[config.mk]
export PLATFORM = sky130hd
export DESIGN_NAME = fifo_uart_tx_flat
export DESIGN_NICKNAME = d
export VERILOG_FILES = /design/src/rtl/fifo_uart_tx_if.sv /design/src/rtl/fifo_uart_tx.sv /design/src/flat_wrapper.sv
export SDC_FILE = /design/constraint.sdc
export NUM_CORES = 1
export LEC_CHECK = 0
export ABC_CLOCK_PERIOD_IN_PS = 2800
export BUFFER_PORTS_ARGS = -buffer_cell sky130_fd_sc_hd__buf_2
export CAP_MARGIN = 20
export CORE_MARGIN = 2
export CORE_UTILIZATION = 61
export DETAILED_ROUTE_END_ITERATION = 12
export PLACE_DENSITY = 0.84
export SYNTH_ARGS = -nofsm -noshare
export SYNTH_HDL_FRONTEND = slang
export SYNTH_SLANG_ARGS = --single-unit
export TNS_END_PERCENT = 5
[constraint.sdc]
create_clock -name clk -period 2.8 [get_ports clk]
set_input_delay 0.56 -clock clk [delete_from_list [all_inputs] [get_ports clk]]
set_output_delay 0.56 -clock clk [all_outputs]
set_load 0.02 [all_outputs]
[src/rtl/fifo_uart_tx_if.sv]
// Bundle of the FIFO read-side and UART-side signals for the drain stage.
// The master modport is the UART transmitter; the slave modport is the
// environment that owns the FIFO, the enable control and the pad.
interface fifo_uart_tx_if;
  logic       enable;
  logic       fifo_empty;
  logic [7:0] fifo_data;
  logic       fifo_rd;
  logic       tx;
  logic       busy;
  logic [7:0] bytes_sent;

  modport master (
    input  enable,
    input  fifo_empty,
    input  fifo_data,
    output fifo_rd,
    output tx,
    output busy,
    output bytes_sent
  );

  modport slave (
    output enable,
    output fifo_empty,
    output fifo_data,
    input  fifo_rd,
    input  tx,
    input  busy,
    input  bytes_sent
  );
endinterface

[src/rtl/fifo_uart_tx.sv]
// FIFO drain stage: pops one byte at a time from the FIFO read port and
// serializes it as an 8-bit, no-parity UART frame with 1 or 2 stop bits.
// All outputs are registered; they are computed from the next state so
// that each output is valid in the same cycle as the state it belongs to.
module fifo_uart_tx #(
  parameter int CLKS_PER_BIT = 16,
  parameter int STOP_BITS    = 1
) (
  input logic            clk,
  input logic            rst_n,
  fifo_uart_tx_if.master bus
);

  // Last value of the baud counter within one bit period.
  localparam logic [15:0] LAST_CNT  = 16'(CLKS_PER_BIT - 1);
  // Index of the final stop bit (0 for one stop bit, 1 for two).
  localparam logic        LAST_STOP = 1'(STOP_BITS - 1);

  typedef enum logic [2:0] {
    ST_IDLE  = 3'd0,
    ST_POP   = 3'd1,
    ST_LOAD  = 3'd2,
    ST_START = 3'd3,
    ST_DATA  = 3'd4,
    ST_STOP  = 3'd5
  } state_t;

  state_t      state_r;
  state_t      state_s;
  logic [15:0] cnt_r;
  logic [15:0] cnt_s;
  logic [2:0]  bit_idx_r;
  logic [2:0]  bit_idx_s;
  logic        stop_idx_r;
  logic        stop_idx_s;
  logic [7:0]  shift_r;
  logic [7:0]  shift_s;
  logic [7:0]  bytes_sent_r;
  logic [7:0]  bytes_sent_s;
  logic        tx_r;
  logic        tx_s;
  logic        fifo_rd_r;
  logic        fifo_rd_s;
  logic        busy_r;
  logic        busy_s;
  logic        cnt_last_s;
  logic        can_start_s;

  assign cnt_last_s  = (cnt_r == LAST_CNT);
  // A new frame may begin only when permitted and data is waiting.
  assign can_start_s = bus.enable & ~bus.fifo_empty;

  assign bus.tx         = tx_r;
  assign bus.fifo_rd    = fifo_rd_r;
  assign bus.busy       = busy_r;
  assign bus.bytes_sent = bytes_sent_r;

  // State register and datapath registers with synchronous active-low reset.
  always_ff @(posedge clk) begin
    if (!rst_n) begin
      state_r      <= ST_IDLE;
      cnt_r        <= 16'd0;
      bit_idx_r    <= 3'd0;
      stop_idx_r   <= 1'b0;
      shift_r      <= 8'd0;
      bytes_sent_r <= 8'd0;
      tx_r         <= 1'b1;
      fifo_rd_r    <= 1'b0;
      busy_r       <= 1'b0;
    end else begin
      state_r      <= state_s;
      cnt_r        <= cnt_s;
      bit_idx_r    <= bit_idx_s;
      stop_idx_r   <= stop_idx_s;
      shift_r      <= shift_s;
      bytes_sent_r <= bytes_sent_s;
      tx_r         <= tx_s;
      fifo_rd_r    <= fifo_rd_s;
      busy_r       <= busy_s;
    end
  end

  // Next-state, baud/bit counters, shift register and frame counter.
  always_comb begin
    state_s      = state_r;
    cnt_s        = cnt_r + 16'd1;
    bit_idx_s    = bit_idx_r;
    stop_idx_s   = stop_idx_r;
    shift_s      = shift_r;
    bytes_sent_s = bytes_sent_r;

    case (state_r)
      ST_IDLE: begin
        cnt_s = 16'd0;
        if (can_start_s) begin
          state_s = ST_POP;
        end else begin
          state_s = ST_IDLE;
        end
      end

      ST_POP: begin
        cnt_s   = 16'd0;
        state_s = ST_LOAD;
      end

      ST_LOAD: begin
        // FIFO read data is valid now, one cycle after the pop strobe.
        cnt_s      = 16'd0;
        shift_s    = bus.fifo_data;
        bit_idx_s  = 3'd0;
        stop_idx_s = 1'b0;
        state_s    = ST_START;
      end

      ST_START: begin
        if (cnt_last_s) begin
          cnt_s   = 16'd0;
          state_s = ST_DATA;
        end else begin
          state_s = ST_START;
        end
      end

      ST_DATA: begin
        if (cnt_last_s) begin
          cnt_s     = 16'd0;
          shift_s   = {1'b0, shift_r[7:1]};
          bit_idx_s = bit_idx_r + 3'd1;
          if (bit_idx_r == 3'd7) begin
            state_s = ST_STOP;
          end else begin
            state_s = ST_DATA;
          end
        end else begin
          state_s = ST_DATA;
        end
      end

      ST_STOP: begin
        if (cnt_last_s) begin
          cnt_s = 16'd0;
          if (stop_idx_r == LAST_STOP) begin
            // End of the frame: count it and decide whether to chain.
            stop_idx_s   = 1'b0;
            bytes_sent_s = bytes_sent_r + 8'd1;
            if (can_start_s) begin
              state_s = ST_POP;
            end else begin
              state_s = ST_IDLE;
            end
          end else begin
            stop_idx_s = stop_idx_r + 1'b1;
            state_s    = ST_STOP;
          end
        end else begin
          state_s = ST_STOP;
        end
      end

      default: begin
        cnt_s   = 16'd0;
        state_s = ST_IDLE;
      end
    endcase
  end

  // Output decode from the next state so the registered outputs line up with it.
  always_comb begin
    tx_s      = 1'b1;
    fifo_rd_s = 1'b0;
    busy_s    = 1'b1;

    case (state_s)
      ST_IDLE: begin
        busy_s = 1'b0;
      end
      ST_POP: begin
        fifo_rd_s = 1'b1;
      end
      ST_START: begin
        tx_s = 1'b0;
      end
      ST_DATA: begin
        tx_s = shift_s[0];
      end
      default: begin
        tx_s = 1'b1;
      end
    endcase
  end

endmodule
[src/flat_wrapper.sv]
// flat-port wrapper written by rule: the top's interface ports become plain ports
module fifo_uart_tx_flat 
#(
  parameter int CLKS_PER_BIT = 16,
  parameter int STOP_BITS    = 1
)
  (clk, rst_n, bus_enable, bus_fifo_empty, bus_fifo_data, bus_fifo_rd, bus_tx, bus_busy, bus_bytes_sent);
  fifo_uart_tx_if bus_i ();
  input logic clk;
  input logic rst_n;
  input wire logic [$bits(bus_i.enable)-1:0] bus_enable;
  input wire logic [$bits(bus_i.fifo_empty)-1:0] bus_fifo_empty;
  input wire logic [$bits(bus_i.fifo_data)-1:0] bus_fifo_data;
  output wire logic [$bits(bus_i.fifo_rd)-1:0] bus_fifo_rd;
  output wire logic [$bits(bus_i.tx)-1:0] bus_tx;
  output wire logic [$bits(bus_i.busy)-1:0] bus_busy;
  output wire logic [$bits(bus_i.bytes_sent)-1:0] bus_bytes_sent;
  assign bus_i.enable = bus_enable;
  assign bus_i.fifo_empty = bus_fifo_empty;
  assign bus_i.fifo_data = bus_fifo_data;
  assign bus_fifo_rd = bus_i.fifo_rd;
  assign bus_tx = bus_i.tx;
  assign bus_busy = bus_i.busy;
  assign bus_bytes_sent = bus_i.bytes_sent;
  fifo_uart_tx #(.CLKS_PER_BIT(CLKS_PER_BIT), .STOP_BITS(STOP_BITS)) u_core (.clk(clk), .rst_n(rst_n), .bus(bus_i));
endmodule
==> results of run 1 <==
-- layout make-up --
class                      count  area (µm²)
multi-input combinational    154         952
inverter                       5        18.8
fill                         219         747
clock buffer                   5        37.5
clock inverter                 3        65.1
sequential                    41         821
timing repair buffer          24         125
tap                           31        38.8
-- sequential cells by signal, summed over array words and instances, names as in the netlist --
register	count
u_core.bit_idx_r	3
u_core.bus.fifo_rd	1
u_core.cnt_r	16
u_core.bus.bytes_sent	8
u_core.bus.tx	1
u_core.state_r	3
u_core.shift_r	8
u_core.bus.busy	1
-- routing by layer --
layer / vias to the layer above / wire [µm]
met5: - / 0
met4: 0 / 60
met3: 7 / 146
met2: 31 / 1760
met1: 710 / 1620
li1: 763 / -
-- metrics by stage --
step	power, mW	instance area (µm²)	util
after floorplan	0.681	1830	-
after global routing	1.20	2060	0.734
after CTS	1.17	2050	0.731
after global placement	0.701	1950	0.694
after detailed placement	0.704	1950	0.694
final	1.17	2060	0.734
-- worst max-delay path by stage --
stage	start	endpoint	slack, ns	cells after the start
after floorplan	u_core.cnt_r[0]	u_core.bus.tx	1.08	6
after global placement	u_core.cnt_r[0]	u_core.bus.tx	0.88	8
after detailed placement	u_core.cnt_r[0]	u_core.cnt_r[4]	0.77	5
after CTS	u_core.cnt_r[0]	u_core.cnt_r[6]	0.74	5
after global routing	u_core.cnt_r[0]	u_core.bus.tx	0.57	8
final	u_core.cnt_r[0]	u_core.bus.tx	0.75	8
-- power groups by stage --
stage | Combinational [mW] | Sequential (mW) | Clock [mW]
floorplan | 0.0599 | 0.621 | 0
global placement | 0.0770 | 0.624 | 0
detailed placement | 0.0795 | 0.625 | 0
CTS | 0.0803 | 0.612 | 0.481
global route | 0.0906 | 0.614 | 0.493
finish | 0.0813 | 0.612 | 0.473
-- cells by family (layout without fill, tap and decap cells) --
| group | count (synthesis) | count (layout) |
|---|---|---|
| buf+inv | 13 | 37 |
| xor+xnor | 20 | 20 |
| mux | 2 | 2 |
| fa+ha+maj | 4 | 4 |
| simple gates | 95 | 95 |
| flops | 41 | 41 |
| compound gates | 33 | 33 |
-- synth_stat cells, types with 4 or more instances --
master,count
xor2_1,15
nand3_1,6
nor2_1,36
ha_1,4
nand4_1,7
o21ai_0,4
and2_1,5
dfxtp_1,41
a21oi_1,14
nand2_1,17
xnor2_1,5
inv_1,5
and3_1,8
a22oi_1,6
buf_2,4
-- worst register-to-register path, delay by kind of cell, from the launching register on --
kind                       cells  cell delay (ns)
and+or+nand+nor                3             0.72
DFF                            1             0.38
AOI/OAI and AO/OA              2             0.34
adders and majority gates      1             0.23
buffers and inverters          1             0.20
muxes                          1             0.07
==> run summary, run 1 <==
CTS tree = done
Relative slew slack = 0.523
Vias/cell = 5.75
P&R area growth vs syn = 12.4%
Reg2reg path depth = 8
Pre-antenna DRT Iters = 8
R2r endpoint = u_core.bus.tx
Flops & latches, synth = 41
Clock Pin Slew Worst Setup and Hold Paths = 0.12 ns
DP Worst Slack = 0.768 ns
Remaining global-route overflow = 0
Cells along the critical path = ha_1 -> and3_1 -> and4_1 -> a21oi_1 -> buf_4 -> a221oi_2 -> and3_1 -> mux2i_1
Slew Limit Fails = 0
Yosys warns = 0
Fin crit share = 0.733
Num ports = 23
Maximum VDD drop = 0.354 mV
Adder-cell share of the synthesized area = 0.0273
Worst setup margin = 0.748 ns
Cell count after placement = 254
Layout cells sized above 1 = 0.177
Tmin final = 2.05 ns
Leading register cell type out of synthesis = dfxtp_1
Met1 global-route usage = 0.272
Arr. time, crit path = 2.29 ns
Combinational group share of total power = 0.070
Post-CTS sizing = 0
WP data required = 3.04 ns
Initial antenna violation count = 0
EDFF count, synth = 0
Synth Area in XOR/XNOR = 0.0957
Rows = 19
Hold Crit Depth = 3
Int Pwr = 908 µW
Ant diodes = 0
Clock Skews = 0.0133 ns
Post-DRT Antenna Nets = 0
DRC Markers = 4
CP max stage delay = 0.38 ns
Measured slew at the worst slew-check pin = 0.712 ns
CP Launch Type = flop
Starting DRT DRC Count = 75
Final setup TNS = 0 ns
Hold slack = 0.434 ns
Failing checks = DRC
Sequential group share of total power = 0.525
Die ar. = 3460 µm²
Hold Violations, Final = 0
CTS Root Cell = clkbuf_4
Worst min path class = in -> reg
WP buf/inv = 1
Nets = 247
Netlist cell types = 38
Setup Viol. Count Final = 0
R2r setup slk = 0.75 ns
Synth area leader = dfxtp_1
Nature of the critical path endpoint = flop
CTS Buffer Depth = 2
Post-synth top area share = 0.448
Vias in the first global route = 1411
CTS Buf Count = 5
Clk_lat worst skew = 0.36 ns
Largest cells by area after synthesis = dfxtp_1, nor2_1, xor2_1
Die height = 58.8 µm
GRT Total Usage = 0.229
Routed via count = 1511
Max cap viols = 0
Clock sinks = 41
Starting Density = 0.653
Most frequent cell on the critical path = and3_1
H-tree lvl count = 2
Clock power share = 0.406
Placer Congestion = 0.874
Mux cell area share after synthesis = 0.0109
Wirelength per Cell = 13.7 µm
Leakage = 0.805 nW
Port bufs = 22
Post-synthesis simple-gate area fraction = 0.270
Mapped Avg Cell Area = 8.80 µm²
Fmax = 487 MHz
Hold Buf Count CTS = 0
HPWL after detailed placement = 2520 µm
Final instance count without filler cells = 263
RR Startpoint = u_core.cnt_r[0]
Top Usage Layer GRT = met2
Wire length of the first global-routing pass = 6010 µm
Worst path slowest cell = dfxtp_1
Largest family of logic cells by synthesized area = simple AND/OR/NAND/NOR gates
RSZ-0062 raised after global routing = false
GR Layer Usage met2 = 0.384
Largest net degree at the start of global routing = 22
NetSw = 258 µW
Seq/Total Area, Yosys = 0.448
Syn_nets = 224
Ys async rst share = 0
Outcome = finished with violations
Die Wd = 58.8 µm
Most common cell after layout, fill and taps aside = dfxtp_1
Routed wire length = 3590 µm
CP Max Fanout = 12
GR Util met3 = 0.0703
Delay-heaviest family, CP = simple AND/OR/NAND/NOR gates
Setup Fix Bufs, Post-CTS = 0
Power per cell area = 567 nW/µm²
Synthesized area = 1830 µm²
Worst Hold End = u_core.shift_r[7]
Most frequent cells in the layout = dfxtp_1, nor2_1, buf_2
Area fraction in compound gates after synthesis = 0.116
Cells after Synth = 208
Worst Hold Launch = bus_fifo_data[7]
Setup CP Type = reg -> reg
Switching share of total power = 0.221
Core ar. = 2810 µm²
No activity file was read; power rests on OpenSTA's default activity.
==> run 2, diff against run 1 <==
--- a/config.mk
+++ b/config.mk
@@ -5,13 +5,13 @@
 export SDC_FILE = /design/constraint.sdc
 export NUM_CORES = 1
 export LEC_CHECK = 0
-export ABC_CLOCK_PERIOD_IN_PS = 2800
+export ABC_CLOCK_PERIOD_IN_PS = 1900
 export BUFFER_PORTS_ARGS = -buffer_cell sky130_fd_sc_hd__buf_2
 export CAP_MARGIN = 20
 export CORE_MARGIN = 2
-export CORE_UTILIZATION = 61
+export CORE_UTILIZATION = 56
 export DETAILED_ROUTE_END_ITERATION = 12
-export PLACE_DENSITY = 0.84
+export PLACE_DENSITY = 0.78
 export SYNTH_ARGS = -nofsm -noshare
 export SYNTH_HDL_FRONTEND = slang
 export SYNTH_SLANG_ARGS = --single-unit
==> constraint.sdc (replaced) <==
create_clock -name clk -period 1.9 [get_ports clk]
set_input_delay 0.38 -clock clk [delete_from_list [all_inputs] [get_ports clk]]
set_output_delay 0.38 -clock clk [all_outputs]
set_load 0.02 [all_outputs]
==> run summary, run 2 (synthesized netlist as in run 1, its figures left out) <==
Outcome = complete, no violations
Clk_lat worst skew = 0.36 ns (about the same)
Largest net degree at the start of global routing = 21 (-4.5%)
Clock Skews = 0.0124 ns (-0.000841 ns)
H-tree lvl count = 2 (unchanged)
GRT Total Usage = 0.203 (-0.0258)
Die height = 61.2 µm (+4.1%)
Nets = 259 (+4.9%)
Setup crit start = u_core.state_r[0]
CP max stage delay = 0.42 ns (+0.04 ns)
Core ar. = 3080 µm² (+9.7%)
Power per cell area = 711 nW/µm² (+25%)
CTS Buf Count = 5 (unchanged)
Starting DRT DRC Count = 86 (+15%)
Die Wd = 61.2 µm (+4.1%)
Fmax = 559 MHz (+15%)
Ant diodes = 0 (unchanged)
Hold Buf Count CTS = 0 (unchanged)
RR Startpoint = u_core.state_r[0]
Arr. time, crit path = 2.04 ns (-0.25 ns)
FF/Latch Area = 821 µm² (unchanged)
Maximum VDD drop = 0.442 mV (+25%)
Most frequent cells in the layout = dfxtp_1, nor2_1, buf_2
Wirelength per Cell = 12.1 µm (-11%)
Num ports = 23 (unchanged)
Hold slack = 0.254 ns (-0.180 ns)
Vias in the first global route = 1297 (-8.1%)
Filler cell count = 266 (+21%)
Pwr Total = 1.53 mW (+32%)
Remaining global-route overflow = 0 (unchanged)
P&R area growth vs syn = 17.8%
Clock sinks = 41 (unchanged)
Hold Violations, Final = 0 (unchanged)
Slew Limit Fails = 0 (unchanged)
Critical Path Sink = u_core.bus.tx
Wire length of the first global-routing pass = 5620 µm (-6.4%)
Starting Density = 0.595 (-0.0578)
CTS Buffer Depth = 2 (unchanged)
Worst min path class = in -> reg
Max reg flops = 16 (unchanged)
Most common cell after layout, fill and taps aside = dfxtp_1
Routed via count = 1524 (+0.86%)
WP data required = 2.15 ns (-0.89 ns)
Routed wire length = 3490 µm (-2.7%)
Clock Pin Slew Worst Setup and Hold Paths = 0.12 ns (about the same)
Max cap viols = 0 (unchanged)
Cells along the critical path = nor2_1 -> and2_1 -> a21oi_1 -> a221oi_2 -> and3_1 -> mux2i_1
Initial antenna violation count = 0 (unchanged)
Rows = 20 (+1)
R2r endpoint = u_core.bus.tx
Worst path slowest cell = dfxtp_1
Fin crit share = 0.941 (+0.208)
Reg2reg path depth = 6 (-2)
HPWL after detailed placement = 2420 µm (-4.0%)
Placer Congestion = 0.876 (+0.24%)
Setup CP Type = reg -> reg
CP Max Fanout = 10 (-2)
DP Area = 2060 µm² (+5.8%)
Measured slew at the worst slew-check pin = 0.392 ns (-0.320 ns)
Post-DRT Antenna Nets = 0 (unchanged)
RSZ-0062 raised after global routing = true
Nature of the critical path endpoint = flop
Largest register by flop count = u_core.cnt_r
R2r setup slk = 0.11 ns (-0.64 ns)
Post-route cell area = 2160 µm² (+4.8%)
Multi-input gate area = 977 µm² (+2.6%)
Vias/cell = 5.29 (-7.9%)
Layout cells sized above 1 = 0.234 (+0.0569)
Setup Viol. Count Final = 0 (unchanged)
DRC Markers = 0 (-4)
Leakage = 0.856 nW (+6.3%)
Tmin final = 1.79 ns (-0.265 ns)
Port bufs = 22 (unchanged)
CTS tree = done
Die ar. = 3740 µm² (+8.3%)
CP Launch Type = flop
Relative slew slack = 0.737 (+0.214)
CTS Root Cell = clkbuf_4
Pre-antenna DRT Iters = 4 (-4)
run 2: changes by cell type in the layout (fill, tap and decap cells not counted), sizes merged:
cell    previous run  this run
buf               24        36
bufinv             2         0
clkbuf             5         7
run 2: final cells by class:
type	instances	area share
flip-flops and latches	41	0.381
repair buffers	36	0.0998
multi-input cells	154	0.453
clock buffers	7	0.0302
well taps	44	0.0255
inverters	5	0.00870
clock inverters	1	0.00232
run 2: timing repair:
item	in CTS	in global routing
setup buffers	0	0
resized for setup	0	7
setup endpoints to repair	0	9
run 2: per-stage QoR:
step | util | TNS [ns] | setup WS (ns) | instances
finish | 0.701 | 0 | 0.112 | 288
global route | 0.701 | -0.0629 | -0.0569 | 288
CTS | 0.693 | 0 | 0.0166 | 288
detailed placement | 0.670 | 0 | 0.0403 | 280
global placement | 0.670 | 0 | 0.0939 | 280
floorplan | - | 0 | 0.175 | 208
run 2: worst min path at each step:
stage | start | cells after the start | slack [ns] | end
2_1_floorplan | u_core.cnt_r[0] | 1 | 0.42 | u_core.cnt_r[0]
3_3_place_gp | u_core.cnt_r[0] | 1 | 0.43 | u_core.cnt_r[0]
3_5_place_dp | u_core.shift_r[6] | 2 | 0.45 | u_core.shift_r[6]
4_1_cts | bus_fifo_data[7] | 3 | 0.24 | u_core.shift_r[7]
5_1_grt | bus_fifo_data[7] | 3 | 0.27 | u_core.shift_r[7]
6_report | bus_fifo_data[7] | 3 | 0.25 | u_core.shift_r[7]
run 2: critical path: cells and delay by family (launching register included):
| kind | cells | cell delay, ns |
|---|---|---|
| AO/OA/AOI/OAI | 2 | 0.40 |
| flip-flops | 1 | 0.42 |
| AND/OR/NAND/NOR | 3 | 0.78 |
| multiplexers | 1 | 0.07 |
run 2: metal layers:
metal,wire (µm),track usage,vias up
met3,159,0.0504,9
met2,1670,0.310,33
met1,1590,0.266,697
li1,-,-,785
met4,76,0.109,0
met5,0,0,-
run 2: where the power goes:
part	leakage, nW	switching, mW	internal, mW
combinational	0.483	0.0800	0.0600
clock	0.0413	0.282	0.214
sequential	0.332	0.0165	0.881
total	0.856	0.378	1.16
==> run 3, diff against run 2 <==
--- a/config.mk
+++ b/config.mk
@@ -12,6 +12,7 @@
 export CORE_UTILIZATION = 56
 export DETAILED_ROUTE_END_ITERATION = 12
 export PLACE_DENSITY = 0.78
+export SETUP_SLACK_MARGIN = 0.3
 export SYNTH_ARGS = -nofsm -noshare
 export SYNTH_HDL_FRONTEND = slang
 export SYNTH_SLANG_ARGS = --single-unit
==> run summary, run 3 (synthesized netlist as in run 1, its figures left out) <==
Outcome = complete, no violations
Clock Pin Slew Worst Setup and Hold Paths = 0.11 ns (about the same)
CTS tree = done
Setup Viol. Count Final = 0 (unchanged)
Nets = 259 (unchanged)
DP Worst Slack = 0.127 ns (+0.0864 ns)
Hold Buf Count CTS = 0 (unchanged)
Combinational group share of total power = 0.088 (-0.003)
Largest register by flop count = u_core.cnt_r
Initial antenna violation count = 0 (unchanged)
Clock Skews = 0.0103 ns (-0.00210 ns)
Arr. time, crit path = 1.93 ns (-0.11 ns)
Fin crit share = 0.890 (-0.0509)
Core ar. = 3080 µm² (unchanged)
Routed via count = 1556 (+2.1%)
Setup CP Type = reg -> reg
FF/Latch Area = 836 µm² (+1.8%)
Nature of the critical path endpoint = flop
Worst min path class = in -> reg
GRT Total Usage = 0.212 (+0.00880)
CP Max Fanout = 8 (-2)
CTS Buffer Depth = 2 (unchanged)
Ant diodes = 0 (unchanged)
Switching share of total power = 0.229 (-0.0177)
Die height = 61.2 µm (unchanged)
Remaining global-route overflow = 0 (unchanged)
P&R area growth vs syn = 23.0%
HPWL after detailed placement = 2450 µm (+1.5%)
Tmin final = 1.69 ns (-0.0967 ns)
Max reg flops = 16 (unchanged)
Int Pwr = 1.26 mW (+8.9%)
Die ar. = 3740 µm² (unchanged)
Largest net degree at the start of global routing = 21 (unchanged)
Sequential group share of total power = 0.553 (-0.032)
CTS Root Cell = clkbuf_4
Pre-antenna DRT Iters = 4 (unchanged)
Max cap viols = 0 (unchanged)
Placer Congestion = 0.851 (-2.9%)
Leakage = 0.881 nW (+2.9%)
Most frequent cells in the layout = nor2_1, dfxtp_1, buf_2
Layout cells sized above 1 = 0.291 (+0.0574)
Routed wire length = 3620 µm (+3.5%)
CTS Buf Count = 5 (unchanged)
Vias/cell = 5.40 (+2.1%)
Multi-input gate area = 1040 µm² (+6.7%)
Num ports = 23 (unchanged)
Wirelength per Cell = 12.6 µm (+3.5%)
Post-DRT Antenna Nets = 0 (unchanged)
Wire length of the first global-routing pass = 5870 µm (+4.4%)
Starting DRT DRC Count = 79 (-8.1%)
WP data required = 2.14 ns (about the same)
CP Launch Type = flop
H-tree lvl count = 2 (unchanged)
Rows = 20 (unchanged)
Relative slew slack = 0.784 (+0.0468)
Filler cell count = 242 (-9.0%)
Worst setup margin = 0.209 ns (+0.0967 ns)
Vias in the first global route = 1339 (+3.2%)
NetSw = 373 µW (-1.3%)
Measured slew at the worst slew-check pin = 0.323 ns (-0.0694 ns)
Clock sinks = 41 (unchanged)
Port bufs = 22 (unchanged)
Die Wd = 61.2 µm (unchanged)
Maximum VDD drop = 0.501 mV (+13%)
RSZ-0062 raised after global routing = true
DRC Markers = 0 (unchanged)
Power per cell area = 724 nW/µm² (+1.9%)
Slew Limit Fails = 0 (unchanged)
Starting Density = 0.595 (unchanged)
Final setup TNS = 0 ns (unchanged)
Clock power share = 0.360 (+0.037)
Fmax = 591 MHz (+5.7%)
Most common cell after layout, fill and taps aside = nor2_1
Hold Violations, Final = 0 (unchanged)
Clk_lat worst skew = 0.35 ns (about the same)
[run 3: power groups by stage]
stage	clock, mW	combinational, mW	sequential, mW
after floorplan	0	0.0887	0.915
after global placement	0	0.125	0.918
after detailed placement	0	0.126	0.919
after CTS	0.603	0.137	0.900
after global routing	0.629	0.159	0.905
final	0.587	0.143	0.901
[run 3: worst max-delay path, cell delays in order (launching register included)]
cell,delay (ns)
dfxtp_1,0.40
nor4_4,0.25
and4_4,0.30
and3_4,0.24
nand4_1,0.13
xor2_1,0.19
nor2_1,0.06
[run 3: per-layer routing]
layer	wire (µm)	track usage	vias up
li1	-	-	789
met1	1650	0.288	720
met2	1700	0.318	40
met3	200	0.0567	7
met4	59	0.0932	0
met5	0	0	-
[run 3: final cells by class]
class / count / share of cell area
clock buffer: 7 / 0.0244
tap: 44 / 0.0244
multi-input combinational: 154 / 0.463
inverter: 5 / 0.00833
timing repair buffer: 36 / 0.0956
sequential: 41 / 0.371
clock inverter: 1 / 0.0133
[run 3: path summary, 6_finish.rpt]
path                                   end  cells after the start  slack (ns)               from
setup reg to reg  u_core.bus.bytes_sent[4]                      6        0.21    u_core.cnt_r[8]
hold reg to reg          u_core.shift_r[5]                      2        0.47  u_core.shift_r[5]
setup / recovery  u_core.bus.bytes_sent[4]                      6        0.21    u_core.cnt_r[8]
hold / removal           u_core.shift_r[7]                      3        0.25   bus_fifo_data[7]
[run 3: metrics by stage]
| stage | utilization | total power, mW | hold WS [ns] | cells | area [µm²] |
|---|---|---|---|---|---|
| after floorplan | - | 1.00 | 0.420 | 208 | 1860 |
| after global placement | 0.657 | 1.04 | 0.430 | 271 | 2020 |
| after detailed placement | 0.657 | 1.04 | 0.436 | 271 | 2020 |
| after CTS | 0.716 | 1.64 | 0.239 | 284 | 2200 |
| after global routing | 0.732 | 1.69 | 0.254 | 288 | 2250 |
| final | 0.732 | 1.63 | 0.254 | 288 | 2250 |
[run 3: what timing repair did]
| action | 4_1_cts | 5_1_grt |
|---|---|---|
| pin swaps | 10 | 6 |
| endpoints found under the setup margin | 32 | 38 |
| setup buffers | 5 | 4 |
| resized for setup | 13 | 7 |
| hold endpoints to repair | 0 | 0 |
